==> config.mk <==
export PLATFORM = sky130hd
export DESIGN_NAME = layer_stream_ctrl_flat
export DESIGN_NICKNAME = d
export VERILOG_FILES = /design/src/rtl/layer_stream_ctrl_pkg.sv /design/src/rtl/layer_stream_ctrl_if.sv /design/src/rtl/layer_stream_ctrl_result_buf.sv /design/src/rtl/layer_stream_ctrl.sv /design/src/flat_wrapper.sv
export SDC_FILE = /design/constraint.sdc
export NUM_CORES = 1
export LEC_CHECK = 0
export BUFFER_PORTS_ARGS = -buffer_cell sky130_fd_sc_hd__buf_2
export CORE_MARGIN = 10
export CORE_UTILIZATION = 57
export CTS_BUF_LIST = sky130_fd_sc_hd__clkbuf_4 sky130_fd_sc_hd__clkbuf_8
export CTS_CLUSTER_DIAMETER = 80
export CTS_CLUSTER_SIZE = 14
export DETAILED_ROUTE_END_ITERATION = 10
export GPL_ROUTABILITY_DRIVEN = 0
export PLACE_DENSITY = 0.95
export SLEW_MARGIN = 10
export SYNTH_ARGS = -nofsm -noshare
export SYNTH_HDL_FRONTEND = slang
export SYNTH_SLANG_ARGS = --single-unit
export TNS_END_PERCENT = 20
==> constraint.sdc <==
create_clock -name clk -period 5.05 [get_ports clk]
set_input_delay 0.7575 -clock clk [delete_from_list [all_inputs] [get_ports clk]]
set_output_delay 0.7575 -clock clk [all_outputs]
set_load 0.03 [all_outputs]
==> src/rtl/layer_stream_ctrl_pkg.sv <==
// Shared types and helpers for the layer stream controller.
// Holds the FSM state encoding and a width helper used to size counters and indices.
package layer_stream_ctrl_pkg;

    typedef enum logic [1:0] {
        IDLE   = 2'd0,
        STREAM = 2'd1,
        WAIT   = 2'd2,
        DRAIN  = 2'd3
    } state_e;

    // Never returns less than 1, so a one-neuron layer still gets a usable index bit.
    function automatic int clog2(input int value);
        int r;
        r = 0;
        for (int i = 0; i < 31; i++) begin
            if ((1 << i) < value) r = i + 1;
        end
        return (r < 1) ? 1 : r;
    endfunction

endpackage

==> src/rtl/layer_stream_ctrl_if.sv <==
// Bundles the upstream stream, the neuron-array broadcast and capture signals,
// the result stream and the status flags. The slave modport is the controller side.
interface layer_stream_ctrl_if
    import layer_stream_ctrl_pkg::*;
#(
    parameter int NUM_NEURONS = 30,
    parameter int DATA_W      = 16,
    parameter int OUT_W       = 16
);
    localparam int IDX_W = clog2(NUM_NEURONS);

    logic                         start;
    logic                         in_valid;
    logic [DATA_W-1:0]            in_data;
    logic                         in_ready;
    logic                         nrn_in_valid;
    logic [DATA_W-1:0]            nrn_in_data;
    logic [NUM_NEURONS-1:0]       nrn_outvalid;
    logic [NUM_NEURONS*OUT_W-1:0] nrn_out;
    logic                         res_valid;
    logic [OUT_W-1:0]             res_data;
    logic [IDX_W-1:0]             res_idx;
    logic                         res_last;
    logic                         res_ready;
    logic                         busy;
    logic                         done;
    logic                         err_timeout;

    modport master (
        output start, in_valid, in_data, nrn_outvalid, nrn_out, res_ready,
        input  in_ready, nrn_in_valid, nrn_in_data, res_valid, res_data,
               res_idx, res_last, busy, done, err_timeout
    );

    modport slave (
        input  start, in_valid, in_data, nrn_outvalid, nrn_out, res_ready,
        output in_ready, nrn_in_valid, nrn_in_data, res_valid, res_data,
               res_idx, res_last, busy, done, err_timeout
    );

endinterface

==> src/rtl/layer_stream_ctrl_result_buf.sv <==
// Per-neuron result register file: first outvalid wins, later repeats are ignored.
// clr_i wipes values and the captured mask so a missing neuron drains as zero next pass.
module layer_stream_ctrl_result_buf
    import layer_stream_ctrl_pkg::*;
#(
    parameter  int NUM_NEURONS = 30,
    parameter  int OUT_W       = 16,
    localparam int IDX_W       = clog2(NUM_NEURONS)
) (
    input  logic                         clk,
    input  logic                         rst,
    input  logic                         clr_i,
    input  logic [NUM_NEURONS-1:0]       cap_en_i,
    input  logic [NUM_NEURONS*OUT_W-1:0] data_i,
    input  logic [IDX_W-1:0]             rd_idx_i,
    output logic [OUT_W-1:0]             rd_data_o,
    output logic                         all_captured_o
);
    localparam logic [IDX_W-1:0] LAST_IDX = IDX_W'(NUM_NEURONS - 1);

    logic [OUT_W-1:0]       entry_val [NUM_NEURONS];
    logic [NUM_NEURONS-1:0] captured;

    generate
        for (genvar gi = 0; gi < NUM_NEURONS; gi++) begin : g_entry
            logic [OUT_W-1:0] val_q;
            logic             cap_q;

            always_ff @(posedge clk) begin
                if (rst || clr_i) begin
                    val_q <= '0;
                    cap_q <= 1'b0;
                end else if (cap_en_i[gi] && !cap_q) begin
                    val_q <= data_i[gi*OUT_W +: OUT_W];
                    cap_q <= 1'b1;
                end
            end

            assign entry_val[gi] = val_q;
            assign captured[gi]  = cap_q;
        end
    endgenerate

    assign all_captured_o = &captured;
    assign rd_data_o      = (rd_idx_i <= LAST_IDX) ? entry_val[rd_idx_i] : '0;

endmodule

==> src/rtl/layer_stream_ctrl.sv <==
// Runs one inference pass: broadcast NUM_WEIGHTS input words to the neuron array,
// collect every neuron's activation (or give up after TIMEOUT), then drain in index order.
module layer_stream_ctrl
    import layer_stream_ctrl_pkg::*;
#(
    parameter int NUM_NEURONS = 30,
    parameter int NUM_WEIGHTS = 128,
    parameter int DATA_W      = 16,
    parameter int OUT_W       = 16,
    parameter int TIMEOUT     = 32
) (
    input  logic                clk,
    input  logic                rst,
    layer_stream_ctrl_if.slave  bus
);
    localparam int IDX_W  = clog2(NUM_NEURONS);
    localparam int BEAT_W = clog2(NUM_WEIGHTS);
    localparam int TMO_W  = clog2(TIMEOUT + 1);

    localparam logic [IDX_W-1:0]  LAST_IDX  = IDX_W'(NUM_NEURONS - 1);
    localparam logic [BEAT_W-1:0] LAST_BEAT = BEAT_W'(NUM_WEIGHTS - 1);
    localparam logic [TMO_W-1:0]  LAST_TMO  = TMO_W'(TIMEOUT - 1);

    state_e              state_q;
    logic                in_ready_q;
    logic                nrn_in_valid_q;
    logic [DATA_W-1:0]   nrn_in_data_q;
    logic                res_valid_q;
    logic [IDX_W-1:0]    res_idx_q;
    logic                done_q;
    logic                err_q;
    logic [BEAT_W-1:0]   beat_cnt_q;
    logic [TMO_W-1:0]    tmo_cnt_q;

    logic                   beat;
    logic                   res_hs;
    logic                   last_hs;
    logic                   all_captured;
    logic [NUM_NEURONS-1:0] cap_en;

    assign beat    = bus.in_valid && in_ready_q;
    assign res_hs  = res_valid_q && bus.res_ready;
    assign last_hs = res_hs && (res_idx_q == LAST_IDX);
    assign cap_en  = (state_q == STREAM || state_q == WAIT) ? bus.nrn_outvalid : '0;

    layer_stream_ctrl_result_buf #(
        .NUM_NEURONS (NUM_NEURONS),
        .OUT_W       (OUT_W)
    ) u_result_buf (
        .clk            (clk),
        .rst            (rst),
        .clr_i          (last_hs),
        .cap_en_i       (cap_en),
        .data_i         (bus.nrn_out),
        .rd_idx_i       (res_idx_q),
        .rd_data_o      (bus.res_data),
        .all_captured_o (all_captured)
    );

    always_ff @(posedge clk) begin
        if (rst) begin
            state_q        <= IDLE;
            in_ready_q     <= 1'b0;
            nrn_in_valid_q <= 1'b0;
            nrn_in_data_q  <= '0;
            res_valid_q    <= 1'b0;
            res_idx_q      <= '0;
            done_q         <= 1'b0;
            err_q          <= 1'b0;
            beat_cnt_q     <= '0;
            tmo_cnt_q      <= '0;
        end else begin
            nrn_in_valid_q <= beat;
            done_q         <= 1'b0;
            if (beat) nrn_in_data_q <= bus.in_data;

            case (state_q)
                IDLE: begin
                    // done_q marks the cycle right after a pass; a start there is dropped.
                    if (bus.start && !done_q) begin
                        state_q    <= STREAM;
                        in_ready_q <= 1'b1;
                        beat_cnt_q <= '0;
                        err_q      <= 1'b0;
                    end
                end
                STREAM: begin
                    if (beat) begin
                        if (beat_cnt_q == LAST_BEAT) begin
                            in_ready_q <= 1'b0;
                            tmo_cnt_q  <= '0;
                            state_q    <= WAIT;
                        end else begin
                            beat_cnt_q <= beat_cnt_q + 1'b1;
                        end
                    end
                end
                WAIT: begin
                    if (all_captured || tmo_cnt_q == LAST_TMO) begin
                        err_q       <= !all_captured;
                        res_valid_q <= 1'b1;
                        res_idx_q   <= '0;
                        state_q     <= DRAIN;
                    end else begin
                        tmo_cnt_q <= tmo_cnt_q + 1'b1;
                    end
                end
                DRAIN: begin
                    if (res_hs) begin
                        if (res_idx_q == LAST_IDX) begin
                            res_valid_q <= 1'b0;
                            res_idx_q   <= '0;
                            done_q      <= 1'b1;
                            state_q     <= IDLE;
                        end else begin
                            res_idx_q <= res_idx_q + 1'b1;
                        end
                    end
                end
            endcase
        end
    end

    assign bus.in_ready     = in_ready_q;
    assign bus.nrn_in_valid = nrn_in_valid_q;
    assign bus.nrn_in_data  = nrn_in_data_q;
    assign bus.res_valid    = res_valid_q;
    assign bus.res_idx      = res_idx_q;
    assign bus.res_last     = res_valid_q && (res_idx_q == LAST_IDX);
    assign bus.busy         = (state_q != IDLE);
    assign bus.done         = done_q;
    assign bus.err_timeout  = err_q;

endmodule
==> src/flat_wrapper.sv <==
// flat-port wrapper written by rule: the top's interface ports become plain ports
module layer_stream_ctrl_flat import layer_stream_ctrl_pkg::*;
#(
    parameter int NUM_NEURONS = 30,
    parameter int NUM_WEIGHTS = 128,
    parameter int DATA_W      = 16,
    parameter int OUT_W       = 16,
    parameter int TIMEOUT     = 32
)
  (clk, rst, bus_start, bus_in_valid, bus_in_data, bus_nrn_outvalid, bus_nrn_out, bus_res_ready, bus_in_ready, bus_nrn_in_valid, bus_nrn_in_data, bus_res_valid, bus_res_data, bus_res_idx, bus_res_last, bus_busy, bus_done, bus_err_timeout);
  layer_stream_ctrl_if #(.NUM_NEURONS(NUM_NEURONS), .DATA_W(DATA_W), .OUT_W(OUT_W)) bus_i ();
  input  logic clk;
  input  logic rst;
  input wire logic [$bits(bus_i.start)-1:0] bus_start;
  input wire logic [$bits(bus_i.in_valid)-1:0] bus_in_valid;
  input wire logic [$bits(bus_i.in_data)-1:0] bus_in_data;
  input wire logic [$bits(bus_i.nrn_outvalid)-1:0] bus_nrn_outvalid;
  input wire logic [$bits(bus_i.nrn_out)-1:0] bus_nrn_out;
  input wire logic [$bits(bus_i.res_ready)-1:0] bus_res_ready;
  output wire logic [$bits(bus_i.in_ready)-1:0] bus_in_ready;
  output wire logic [$bits(bus_i.nrn_in_valid)-1:0] bus_nrn_in_valid;
  output wire logic [$bits(bus_i.nrn_in_data)-1:0] bus_nrn_in_data;
  output wire logic [$bits(bus_i.res_valid)-1:0] bus_res_valid;
  output wire logic [$bits(bus_i.res_data)-1:0] bus_res_data;
  output wire logic [$bits(bus_i.res_idx)-1:0] bus_res_idx;
  output wire logic [$bits(bus_i.res_last)-1:0] bus_res_last;
  output wire logic [$bits(bus_i.busy)-1:0] bus_busy;
  output wire logic [$bits(bus_i.done)-1:0] bus_done;
  output wire logic [$bits(bus_i.err_timeout)-1:0] bus_err_timeout;
  assign bus_i.start = bus_start;
  assign bus_i.in_valid = bus_in_valid;
  assign bus_i.in_data = bus_in_data;
  assign bus_i.nrn_outvalid = bus_nrn_outvalid;
  assign bus_i.nrn_out = bus_nrn_out;
  assign bus_i.res_ready = bus_res_ready;
  assign bus_in_ready = bus_i.in_ready;
  assign bus_nrn_in_valid = bus_i.nrn_in_valid;
  assign bus_nrn_in_data = bus_i.nrn_in_data;
  assign bus_res_valid = bus_i.res_valid;
  assign bus_res_data = bus_i.res_data;
  assign bus_res_idx = bus_i.res_idx;
  assign bus_res_last = bus_i.res_last;
  assign bus_busy = bus_i.busy;
  assign bus_done = bus_i.done;
  assign bus_err_timeout = bus_i.err_timeout;
  layer_stream_ctrl #(.NUM_NEURONS(NUM_NEURONS), .NUM_WEIGHTS(NUM_WEIGHTS), .DATA_W(DATA_W), .OUT_W(OUT_W), .TIMEOUT(TIMEOUT)) u_core (.clk(clk), .rst(rst), .bus(bus_i));
endmodule
==> qor.csv <==
stage;metric;value;unit
status;status;complete, no violations;
sta;tns;0;ns
layout;final.fill_count;3192;
clocking;insertion_delay;0.66;ns
worst_setup_path;reg2regPathDepth;7;
hold_path;hp-start;bus_nrn_out[29];
layout;syn_to_final_growth;15.1;%
grt;grtUsageMet2;56.1;%
routing;first_pass_iters;8;
sta;fin_crit_sh;87.7;%
grt;use_met1;40.4;%
pwr;pwr_density_cell;466;nW/um^2
worst_setup_path;path_cells;buf_12, buf_4, mux4_2, mux2i_1, nor2_1, a21oi_1, o22ai_1, buf_2;
clocking;h-tree-depth;2;
synthesis;synth_top_cells_by_count;nand2_1 (1035), a21oi_1 (553), dfxtp_1 (551);
sta;setup_slack;0.619;ns
floorplanning;die_w;223;microns
floorplanning;die_h;223;microns
sta;skew;0.0215;ns
synthesis;synth_cell_types;49;
worst_setup_path;cp_max_fo;45;
worst_setup_path;critPathKind;register to output port;
hold_path;min_path_type;primary input to register;
synthesis;yosysWarningCount;0;
pwr;ir_drop;0.383;mV
layout;layout.nets;3782;
layout;drive_above_1_share;25.2;%
routing;postRouteAntennaNets;0;
worst_setup_path;r2r-end;u_core.u_result_buf.g_entry[6].val_q[0];
grt;grt_max_degree;170;
synthesis;synthTopCellsByArea;dfxtp_1 (47%), nand2_1 (17%), mux4_2 (12%), a21oi_1 (12%), clkbuf_1 (1.8%);
synthesis;syn_inst;2810;
synthesis;synth_xor_area_share;0;%
grt;use_met3;7.51;%
clocking;cts.path.max_buffers;3;
synthesis;synth_top_area_share;46.9;%
sta;whs;0.336;ns
layout;fin_cells;3790;
clocking;cts_buffers;45;
worst_setup_path;critPathLaunch;u_core.bus.res_idx[0];
synthesis;syn_nets;3350;
clocking;path_clk_slew;0.10;ns
worst_setup_path;r2r-start;u_core.bus.res_idx[0];
synthesis;ys_seq_elements;551;
routing;via_count;23435;
place;dpl.hpwl;69.6;mm
grt;grt_pass1_wl;134;mm
floorplanning;core_area;40800;sq um
floorplanning;dieArea;49800;sq um
routing;drt_wl_total;91.0;mm
clocking;post_cts_buffers;0;
routing;post-route-drc-count;0;
synthesis;syn_area_per_cell;8.36;sq um
place;pre_cts_slack;1.27;ns
worst_setup_path;path_delay_family;buffers and inverters;
grt;gr-total-overflow;0;
clocking;cts_root_buffer;clkbuf_8;
synthesis;synth_most_common_cell;nand2_1;
place;dpl_cell_area;26300;sq um
grt;grt_pass1_vias;22950;
sta;fmax;226;MHz
clocking;cts_resized;0;
synthesis;syn_area;23500;sq um
synthesis;synth.largest_area_cell;dfxtp_1;
worst_setup_path;critPathRequiredTime;4.29;ns
sta;slew_headroom;11.8;%
grt;grt_busiest_layer;met2;
synthesis;synthMuxAreaShare;13.7;%
floorplanning;start_util;57.6;%
synthesis;synthAdderAreaFrac;0.479;%
routing;viasPerCell;6.18;
synthesis;synth-main-ff-cell;dfxtp_1;
grt;antenna_found_initial;11;
layout;finalInstanceArea;27100;sq um
place;placed_cells;3727;
sta;slew_viol_final;0;
sta;worstMarginPinSlew;1.32;ns
worst_setup_path;crit_cells;8;
routing;drt-initial-drc-count;3802;
place;port_buffers;574;
clocking;hold_buffers;0;
worst_setup_path;cp_num_buf_inv;3;
worst_setup_path;critPathMaxStageDelay;0.91;ns
sta;min_period;4.43;ns
worst_setup_path;worst_ep_arrival_time;3.67;ns
floorplanning;row_count;74;
worst_setup_path;crit_end;bus_res_data[14];
synthesis;synth_top_family_by_area;simple AND/OR/NAND/NOR gates;
worst_setup_path;worst-r2r-setup-slack;1.48;ns
worst_setup_path;cp-end-kind;output port;
pwr;power.leakage;10.1;nW
floorplanning;pin_count;575;
synthesis;synthArstFlopShare;0;%
job;maxCapViolCount;0;
clocking;cts_tree;yes;
worst_setup_path;cp_slowest_cell;dfxtp_4;
synthesis;synth_compound_area_share;13.9;%
sta;rsz0062_at_grt;no;
worst_setup_path;start_kind;register;
clocking;cts.sinks;551;
synthesis;synth-simple-area-share;20.3;%
routing;wl_per_cell;24.0;microns
grt;grt_usage;34.9;%
synthesis;synth_edf_count;0;
synthesis;seq_area_frac_synth;46.9;%
sta;hold_viol_final;0;
sta;setup_viol;0;
placed cells by master, fill, tap and decap left out, types with 3 or more instances in the layout:
| cell type | instances |
|---|---|
| a21oi_1 | 553 |
| a31oi_1 | 11 |
| and3_1 | 4 |
| buf_12 | 5 |
| buf_2 | 574 |
| buf_4 | 13 |
| clkbuf_4 | 3 |
| clkbuf_8 | 48 |
| dfxtp_1 | 547 |
| diode_2 | 10 |
| ha_1 | 8 |
| inv_1 | 43 |
| mux2i_1 | 33 |
| mux4_2 | 128 |
| nand2_1 | 1035 |
| nand2b_1 | 5 |
| nand3_1 | 9 |
| nand4_1 | 8 |
| nor2_1 | 91 |
| nor3_1 | 3 |
| o21ai_0 | 9 |
| o21ai_1 | 3 |
| o22ai_1 | 32 |
| o31ai_1 | 3 |
| or2_2 | 30 |
| or3_1 | 7 |
| or4_1 | 3 |
power by group:
part	total (W)	leakage, nW	internal (W)	switching, W
clock	0.00231	0.359	0.000877	0.00143
combinational	0.00427	5.29	0.00139	0.00288
sequential	0.00605	4.48	0.00530	0.000747
worst min-delay path: stages:
cell	delay [ns]
buf_2	0.10
nand2_1	0.05
a21oi_1	0.05
cells by family after synthesis:
| family | Yosys count |
|---|---|
| mux | 162 |
| simple gates | 1209 |
| compound gates | 629 |
| buf+inv | 250 |
| flops | 551 |
| fa+ha+maj | 9 |
flip-flops by register name (all words and copies together), names as in the netlist:
| register | count |
|---|---|
| u_core.bus.err_timeout | 1 |
| u_core.bus.done | 1 |
| u_core.bus.nrn_in_data | 16 |
| u_core.beat_cnt_q | 7 |
| u_core.u_result_buf.g_entry.cap_q | 30 |
| u_core.bus.res_valid | 1 |
| u_core.tmo_cnt_q | 6 |
| u_core.bus.nrn_in_valid | 1 |
| u_core.state_q | 2 |
| u_core.bus.in_ready | 1 |
| u_core.bus.res_idx | 5 |
| u_core.u_result_buf.g_entry.val_q | 480 |
how the worst min path moves through the flow:
stage	cells past startpoint	endpoint	slack, ns
floorplan	1	u_core.tmo_cnt_q[5]	0.43
global placement	2	u_core.u_result_buf.g_entry[18].val_q[3]	0.44
detailed placement	2	u_core.bus.nrn_in_data[15]	0.44
CTS	3	u_core.u_result_buf.g_entry[13].val_q[2]	0.31
global route	3	u_core.bus.nrn_in_data[8]	0.34
finish	3	u_core.u_result_buf.g_entry[1].val_q[13]	0.34
stage by stage:
stage / util [%] / power [W]
after floorplan: - / 0.00866
after global placement: 64.5 / 0.0100
after detailed placement: 64.5 / 0.0102
after CTS: 66.2 / 0.0124
after global routing: 66.3 / 0.0132
final: 66.3 / 0.0126
routing by layer:
metal	wire length [microns]	up-vias
met5	46	-
met4	7650	6
met3	10500	432
met2	42100	1890
met1	30700	10818
li1	-	10289
cell type report:
type,instances,area [sq um],share of cell area [%]
Clock buffer,51,683,2.52
Sequential cell,551,11000,40.8
Timing Repair Buffer,592,3070,11.3
Antenna cell,10,25.0,0.0925
Inverter,43,161,0.596
Clock inverter,2,15.0,0.0555
Tap cell,532,666,2.46
Multi-Input combinational cell,2009,11400,42.1
(Power assumes the default switching activity.)
